[src/rtl/a2d_spi_slave_if.sv]
// rtl/a2d_spi_slave_if.sv - SPI link signals between A2D master and converter model
interface a2d_spi_slave_if;
    logic SS_n;
    logic SCLK;
    logic MOSI;
    logic MISO;

    modport master (output SS_n, output SCLK, output MOSI, input MISO);
    modport slave  (input SS_n, input SCLK, input MOSI, output MISO);
endinterface

[src/rtl/a2d_spi_slave.sv]
// rtl/a2d_spi_slave.sv - SPI mode-0 responder emulating an 8-channel 12-bit A2D converter
// Optional ADC_RAMP_EN: each valid command bumps the previously selected channel by RAMP_STEP.
module a2d_spi_slave #(
    parameter int NUM_CH      = 8,
    parameter int DATA_W      = 12,
    parameter int FRAME_W     = 16,
    parameter int SYNC_STAGES = 2
`ifdef ADC_RAMP_EN
    ,
    parameter int RAMP_STEP   = 1
`endif
) (
    input  logic                      clk,
    input  logic                      rst_n,
    a2d_spi_slave_if.slave            spi,
    input  logic                      wr_en,
    input  logic [$clog2(NUM_CH)-1:0] wr_chnl,
    input  logic [DATA_W-1:0]         wr_data,
    output logic                      cmd_vld,
    output logic [$clog2(NUM_CH)-1:0] cmd_chnl,
    output logic                      frm_err
);
    localparam int CH_W  = $clog2(NUM_CH);
    localparam int CNT_W = $clog2(FRAME_W + 1);
    localparam int PAD_W = FRAME_W - DATA_W;
    localparam int RX_W  = FRAME_W - 2;
    localparam int SW    = SYNC_STAGES + 1;

    typedef enum logic [1:0] {IDLE, SHIFT, DONE} state_e;

    state_e                 state_q, state_d;
    logic [SW-1:0]          ss_sync_q, ss_sync_d;
    logic [SW-1:0]          sclk_sync_q, sclk_sync_d;
    logic [SYNC_STAGES-1:0] mosi_sync_q, mosi_sync_d;
    logic [FRAME_W-1:0]     tx_q, tx_d;
    logic [RX_W-1:0]        rx_q, rx_d;
    logic [CNT_W-1:0]       cnt_q, cnt_d;
    logic                   miso_q, miso_d;
    logic                   cmd_vld_q, cmd_vld_d;
    logic                   frm_err_q, frm_err_d;
    logic [CH_W-1:0]        cmd_chnl_q, cmd_chnl_d;
    logic [DATA_W-1:0]      val_q [NUM_CH];
    logic [DATA_W-1:0]      val_d [NUM_CH];

    logic              ss_fall, ss_rise, sclk_rise, sclk_fall, mosi_s;
    logic [DATA_W-1:0] ld_val;

    // The extra top flop of each sync chain holds the previous synchronized value for edge detection
    assign ss_fall   =  ss_sync_q[SYNC_STAGES]   & ~ss_sync_q[SYNC_STAGES-1];
    assign ss_rise   = ~ss_sync_q[SYNC_STAGES]   &  ss_sync_q[SYNC_STAGES-1];
    assign sclk_rise = ~sclk_sync_q[SYNC_STAGES] &  sclk_sync_q[SYNC_STAGES-1];
    assign sclk_fall =  sclk_sync_q[SYNC_STAGES] & ~sclk_sync_q[SYNC_STAGES-1];
    assign mosi_s    =  mosi_sync_q[SYNC_STAGES-1];

    // A host write landing on the selected channel in the load cycle is forwarded straight out
    assign ld_val = (wr_en && wr_chnl == cmd_chnl_q) ? wr_data : val_q[cmd_chnl_q];

    always_comb begin
        ss_sync_d   = SW'({ss_sync_q, spi.SS_n});
        sclk_sync_d = SW'({sclk_sync_q, spi.SCLK});
        mosi_sync_d = SYNC_STAGES'({mosi_sync_q, spi.MOSI});
        state_d     = state_q;
        tx_d        = tx_q;
        rx_d        = rx_q;
        cnt_d       = cnt_q;
        miso_d      = miso_q;
        cmd_vld_d   = 1'b0;
        frm_err_d   = 1'b0;
        cmd_chnl_d  = cmd_chnl_q;
        val_d       = val_q;

        case (state_q)
            IDLE: begin
                if (ss_fall) begin
                    tx_d    = {{PAD_W{1'b0}}, ld_val};
                    miso_d  = tx_d[FRAME_W-1];
                    cnt_d   = '0;
                    state_d = SHIFT;
                end
            end
            SHIFT: begin
                if (ss_rise) begin
                    state_d = DONE;
                end else if (sclk_rise) begin
                    rx_d = {rx_q[RX_W-2:0], mosi_s};
                    if (cnt_q != CNT_W'(FRAME_W))
                        cnt_d = cnt_q + 1'b1;
                end else if (sclk_fall) begin
                    tx_d   = {tx_q[FRAME_W-2:0], 1'b0};
                    miso_d = tx_d[FRAME_W-1];
                end
            end
            DONE: begin
                if (cnt_q == CNT_W'(FRAME_W)) begin
                    cmd_chnl_d = rx_q[RX_W-1 -: CH_W];
                    cmd_vld_d  = 1'b1;
`ifdef ADC_RAMP_EN
                    val_d[cmd_chnl_q] = val_q[cmd_chnl_q] + DATA_W'(RAMP_STEP);
`endif
                end else begin
                    frm_err_d = 1'b1;
                end
                tx_d    = '0;
                miso_d  = 1'b0;
                state_d = IDLE;
            end
            default: state_d = IDLE;
        endcase

        // Host write is applied last so it overrides any ramp increment on the same channel
        if (wr_en)
            val_d[wr_chnl] = wr_data;
    end

    always_ff @(posedge clk or negedge rst_n) begin
        if (!rst_n) begin
            state_q     <= IDLE;
            ss_sync_q   <= '1;
            sclk_sync_q <= '0;
            mosi_sync_q <= '0;
            tx_q        <= '0;
            rx_q        <= '0;
            cnt_q       <= '0;
            miso_q      <= 1'b0;
            cmd_vld_q   <= 1'b0;
            frm_err_q   <= 1'b0;
            cmd_chnl_q  <= '0;
            val_q       <= '{default: '0};
        end else begin
            state_q     <= state_d;
            ss_sync_q   <= ss_sync_d;
            sclk_sync_q <= sclk_sync_d;
            mosi_sync_q <= mosi_sync_d;
            tx_q        <= tx_d;
            rx_q        <= rx_d;
            cnt_q       <= cnt_d;
            miso_q      <= miso_d;
            cmd_vld_q   <= cmd_vld_d;
            frm_err_q   <= frm_err_d;
            cmd_chnl_q  <= cmd_chnl_d;
            val_q       <= val_d;
        end
    end

    assign spi.MISO = miso_q;
    assign cmd_vld  = cmd_vld_q;
    assign frm_err  = frm_err_q;
    assign cmd_chnl = cmd_chnl_q;
endmodule

[src/flat_wrapper.sv]
// flat-port wrapper written by rule: the top's interface ports become plain ports
module a2d_spi_slave_flat 
#(
    parameter int NUM_CH      = 8,
    parameter int DATA_W      = 12,
    parameter int FRAME_W     = 16,
    parameter int SYNC_STAGES = 2

)
  (clk, rst_n, wr_en, wr_chnl, wr_data, cmd_vld, cmd_chnl, frm_err, spi_SS_n, spi_SCLK, spi_MOSI, spi_MISO);
  a2d_spi_slave_if spi_i ();
  input  logic clk;
  input  logic rst_n;
  input  logic wr_en;
  input  logic [$clog2(NUM_CH)-1:0] wr_chnl;
  input  logic [DATA_W-1:0] wr_data;
  output logic cmd_vld;
  output logic [$clog2(NUM_CH)-1:0] cmd_chnl;
  output logic frm_err;
  input wire logic [$bits(spi_i.SS_n)-1:0] spi_SS_n;
  input wire logic [$bits(spi_i.SCLK)-1:0] spi_SCLK;
  input wire logic [$bits(spi_i.MOSI)-1:0] spi_MOSI;
  output wire logic [$bits(spi_i.MISO)-1:0] spi_MISO;
  assign spi_i.SS_n = spi_SS_n;
  assign spi_i.SCLK = spi_SCLK;
  assign spi_i.MOSI = spi_MOSI;
  assign spi_MISO = spi_i.MISO;
  a2d_spi_slave #(.NUM_CH(NUM_CH), .DATA_W(DATA_W), .FRAME_W(FRAME_W), .SYNC_STAGES(SYNC_STAGES)) u_core (.clk(clk), .rst_n(rst_n), .spi(spi_i), .wr_en(wr_en), .wr_chnl(wr_chnl), .wr_data(wr_data), .cmd_vld(cmd_vld), .cmd_chnl(cmd_chnl), .frm_err(frm_err));
endmodule
[config.mk]
export PLATFORM = sky130hd
export DESIGN_NAME = a2d_spi_slave_flat
export DESIGN_NICKNAME = d
export VERILOG_FILES = /design/src/rtl/a2d_spi_slave_if.sv /design/src/rtl/a2d_spi_slave.sv /design/src/flat_wrapper.sv
export SDC_FILE = /design/constraint.sdc
export NUM_CORES = 1
export LEC_CHECK = 0
export ABC_AREA = 1
export BUFFER_PORTS_ARGS = -buffer_cell sky130_fd_sc_hd__buf_2
export CAP_MARGIN = 20
export CORE_ASPECT_RATIO = 1.75
export CORE_MARGIN = 5
export CORE_UTILIZATION = 60
export CTS_CLUSTER_DIAMETER = 50
export DETAILED_ROUTE_END_ITERATION = 8
export PLACE_DENSITY = 0.78
export SLEW_MARGIN = 20
export SYNTH_ARGS = -nofsm -noshare
export SYNTH_HDL_FRONTEND = slang
export SYNTH_SLANG_ARGS = --single-unit
[constraint.sdc]
create_clock -name clk -period 2.2 [get_ports clk]
set_input_delay 0.33 -clock clk [delete_from_list [all_inputs] [get_ports clk]]
set_output_delay 0.33 -clock clk [all_outputs]
set_load 0.01 [all_outputs]
==> summary.md <==
| Metric | Value |
|---|---|
| Slew at the pin closest to its max-slew limit | roughly 660 ps |
| Final setup violation count | 0 |
| Detailed-route vias per instance | between 5 and 6 |
| Total of warnings raised by yosys | 0 |
| Filler cell count | about 860 |
| # rows | slightly above 50 |
| Category of the worst setup path launch point | register |
| Buffer cell driving the clock tree root | sky130_fd_sc_hd__clkbuf_16 |
| Largest vdd supply drop | roughly 0.87 mV |
| R2R Setup Slk | 210 ps |
| Routed len/inst | 16.8 um |
| Setup total negative slack | 0 ps |
| Instance count along the most critical hold path | 1 |
| Library cell with the highest instance count after synthesis | sky130_fd_sc_hd__nand2_1 |
| Worst Path Required | about 2600 ps |
| Placeable core region | between 10000 and 15000 um2 |
| Count of different cell masters after synthesis | 30 |
| Clock transition time at the flip-flop clock pins of the worst setup and hold paths | roughly 60 ps |
| Crit-path cells | inv_1 -> ha_1 -> inv_1 -> a21oi_1 -> nor2_1 -> nand3_1 -> inv_2 -> nand2_1 -> nor2_1 -> nand2_1 -> nand2_1 |
| TritonCTS clock tree | built |
| Clock latency at the later pin of the worst-skew pair | between 400 and 500 ps |
| # placed instances | 940 |
| Cell count after synthesis | around 800 |
| Routed wl met2 | roughly 8700 um |
| Clock share of power | between 30% and 40% |
| Path category of the worst min-delay check | primary input to register |
| I/O Buffers | 26 |
| CTS buffer count | 17 |
| Maximum clock rate | about 500 MHz |
| Most frequently used flop master after synthesis | sky130_fd_sc_hd__dfrtp_1 |
| R2R Path Start | u_core.state_q[1] |
| Buffers inserted by post-CTS timing repair | 0 |
| Post-synth top area share | between 50% and 60% |
| Wire length of the first global-routing pass | approximately 27000 um |
| Outcome | finished, final reports clean |
| Remaining design rule violation count | 0 |
| Number of nets still failing antenna checks after routing | 0 |
| Cell seen most often among critical-path stages | sky130_fd_sc_hd__nand2_1 |
| Synthesized netlist net count | 830 |
| Post-route fraction of the period consumed by the critical path | 90.5% |
| Critical-path maximum fanout | 10 |
| Post-synthesis to final-layout area growth | 13.9% |
| Highest signal layer in the routed design | met4 |
| Worst hold slack | approximately 8.4 ps |
| Placer's final routability congestion estimate | about 0.83 |
| Max H-tree Level | 4 |
| Combined area of all synthesized cells | 6640 um2 |
| Async set-reset flop share out of synthesis | 100% |
| Number of enable flip-flop cells after synthesis | 0 |
| Iteration-0 DRC count of the detailed router | 588 |
| Slowest Stage Delay on Critical Path | ~380 ps |
| Post-detailed-routing wire length | between 15000 and 20000 um |
| Relative contribution of combinational cells to total power | a little under a quarter |
| GRT Residual Overflow | 0 |
| Final critical path time including I/O delays and setup | between 1500 and 2000 ps |
| Synthesized flop and latch total | 146 |
| I/O Pins | 27 |
| Clock sink total | about 150 |
| Leakage power summed over all cells | ~3.8 nW |
| Switching part of the total power | around a third |
| Reg2reg path depth | 11 |
| Number of stages on the worst setup path | 11 |
| Overall die area | around 13000 um2 |
| Final Skew | between 7 and 8 ps |
| Share of synthesized area occupied by flip-flops and latches | a little under three fifths |
| FF/Latch Area | roughly 3700 um2 |
| Sequential power share | between 40% and 50% |
| Number of global-route vias before repair | 5509 |
| Net switching power of the design | ~2.8 mW |
| Number of antenna violations at the first check in global routing | 0 |
| Kind of cell adding the most delay to the critical path | simple AND/OR/NAND/NOR gates |
| Total global-route track usage | between 20% and 30% |
| Die W | 89.5 um |
| Number of buffers between clock root and the deepest sink | 2 |
| Most frequent cells after synthesis | 243 x sky130_fd_sc_hd__nand2_1, 143 x sky130_fd_sc_hd__dfrtp_1, 112 x sky130_fd_sc_hd__o21ai_0 |
| Maximum number of pins on one net before global-route repair | between 60 and 70 |
| Max Cap Violations | 0 |
| Non-filler instance count after layout | a little under 1000 |
| End of the worst register-to-register path | u_core.tx_q[4] |
| Total area of multi-input combinational cells | ~2500 um2 |
| Worst setup path class | register to register |
| Routed length on met1 | around 6400 um |
| Post-synth top area cell | sky130_fd_sc_hd__dfrtp_1 |
| Internal Power | ~6 mW |
| Finished Core Util | 68.9% |
| Slowest library cell on the worst path | sky130_fd_sc_hd__dfrtp_1 |
| Hold violation total from the final report | 0 |
| Met3 routed wirelength | between 1000 and 1500 um |
| Final net count | around 860 |
| Via total after detailed routing | 5632 |
| Kind of end point of the critical path | register |
| Last element of the critical path | u_core.tx_q[4] |
| Worst rel slew slack | 55.9% |
| Unrepaired setup endpoints after global routing | no |
| DIE HEIGHT | ~150 um |
| Effective utilization at floorplan | between 60 and 70% |
| Slew Viols, Final | 0 |
| Final HPWL from detailed placement | approximately 11000 um |
| Number of buffers and inverters on the critical path | 3 |
| Number of detailed-route iterations in the first pass | 6 |
| Ranking of synthesized cells by area | sky130_fd_sc_hd__dfrtp_1 54%, sky130_fd_sc_hd__nand2_1 14%, sky130_fd_sc_hd__o21ai_0 8.4%, sky130_fd_sc_hd__nand3_1 6.0%, sky130_fd_sc_hd__inv_1 3.1% |
| Arrival time at the worst endpoint | 2340 ps |
| Synthesized area per cell | between 8 and 9 um2 |
| Ant diodes | 0 |
| Share of cells above drive strength 1 | a little under an eighth |
| Pwr dens | around 1100 nW/um2 |
| Worst setup path startpoint | u_core.state_q[1] |
==> what timing repair did <==
item,CTS,global route
gates resized for setup,0,0
hold buffers,1,0
hold endpoints to repair,61,0
==> layout by cell type (no fill, tap or decap), types with 3 or more instances in the layout <==
| cell type | n |
|---|---|
| sky130_fd_sc_hd__nand2_1 | 243 |
| sky130_fd_sc_hd__dfrtp_1 | 143 |
| sky130_fd_sc_hd__o21ai_0 | 112 |
| sky130_fd_sc_hd__nand3_1 | 80 |
| sky130_fd_sc_hd__inv_1 | 55 |
| sky130_fd_sc_hd__nor2_1 | 41 |
| sky130_fd_sc_hd__a21oi_1 | 27 |
| sky130_fd_sc_hd__buf_2 | 25 |
| sky130_fd_sc_hd__buf_4 | 20 |
| sky130_fd_sc_hd__clkbuf_16 | 17 |
| sky130_fd_sc_hd__o21ai_1 | 14 |
| sky130_fd_sc_hd__o211ai_1 | 8 |
| sky130_fd_sc_hd__ha_1 | 7 |
| sky130_fd_sc_hd__inv_2 | 5 |
| sky130_fd_sc_hd__nand3_2 | 4 |
| sky130_fd_sc_hd__inv_6 | 4 |
| sky130_fd_sc_hd__xor2_1 | 3 |
| sky130_fd_sc_hd__clkinv_4 | 3 |
| sky130_fd_sc_hd__bufinv_16 | 3 |
| sky130_fd_sc_hd__buf_12 | 3 |
| sky130_fd_sc_hd__dfstp_2 | 3 |
==> how the worst min path moves through the flow <==
stage / from / slack, ps / endpoint
global route: spi_SS_n / 1 / u_core.ss_sync_q[0]
detailed placement: u_core.sclk_sync_q[0] / 340 / u_core.sclk_sync_q[1]
CTS: spi_SS_n / 3 / u_core.ss_sync_q[0]
global placement: u_core.mosi_sync_q[0] / 340 / u_core.mosi_sync_q[1]
floorplan: rst_n / 30 / u_core.cmd_chnl[0]
finish: spi_SS_n / 8 / u_core.ss_sync_q[0]
==> flip-flops by register name (all words and copies together) (netlist names) <==
| register | count |
|---|---|
| u_core.state_q | 2 |
| u_core.ss_sync_q | 3 |
| u_core.mosi_sync_q | 2 |
| u_core.spi.MISO | 1 |
| u_core.cmd_vld | 1 |
| u_core.val_q | 96 |
| u_core.cnt_q | 5 |
| u_core.frm_err | 1 |
| u_core.cmd_chnl | 3 |
| u_core.sclk_sync_q | 3 |
| u_core.rx_q | 14 |
| u_core.tx_q | 15 |
==> per-layer routing <==
layer,track usage [%],up-vias
met5,0,-
met2,45.8,215
li1,-,2647
met3,4.81,30
met4,8.42,0
met1,34.2,2740
==> kinds of logic (layout without fill, tap and decap cells) <==
kind of cell | after synthesis | after routing | synth area share [%]
AOI/OAI and AO/OA | 165 | 165 | 12.8
and+or+nand+nor | 377 | 377 | 23.7
adders and majority gates | 7 | 7 | 1.32
DFF | 146 | 146 | 55.1
buffers and inverters | 104 | 143 | 6.71
xor gates and xnor gates | 3 | 3 | 0.396
==> stage by stage <==
stage / area, um2 / power (mW) / setup slack, ps
floorplan: 6640 / 5.04 / 637
global placement: 6940 / 5.49 / 405
detailed placement: 6940 / 5.62 / 300
CTS: 7560 / 8.62 / 242
global route: 7560 / 9.15 / 48.9
finish: 7560 / 8.61 / 208
==> final cells by class <==
cell class | instances | share of cell area [%]
Clock inverter | 14 | 2.33
Inverter | 61 | 3.06
Multi-Input combinational cell | 552 | 33.6
Clock buffer | 18 | 5.81
Sequential cell | 146 | 48.3
Tap cell | 132 | 2.18
Timing Repair Buffer | 50 | 4.71
==> power by group through the flow <==
stage / sequential [mW] / combinational [mW] / clock [mW]
after floorplan: 3.61 / 1.43 / 0
after detailed placement: 3.70 / 1.93 / 0
after CTS: 3.66 / 1.97 / 3.00
after global routing: 3.74 / 2.29 / 3.13
final: 3.67 / 1.96 / 2.97
after global placement: 3.67 / 1.83 / 0
(Power assumes the default switching activity.)
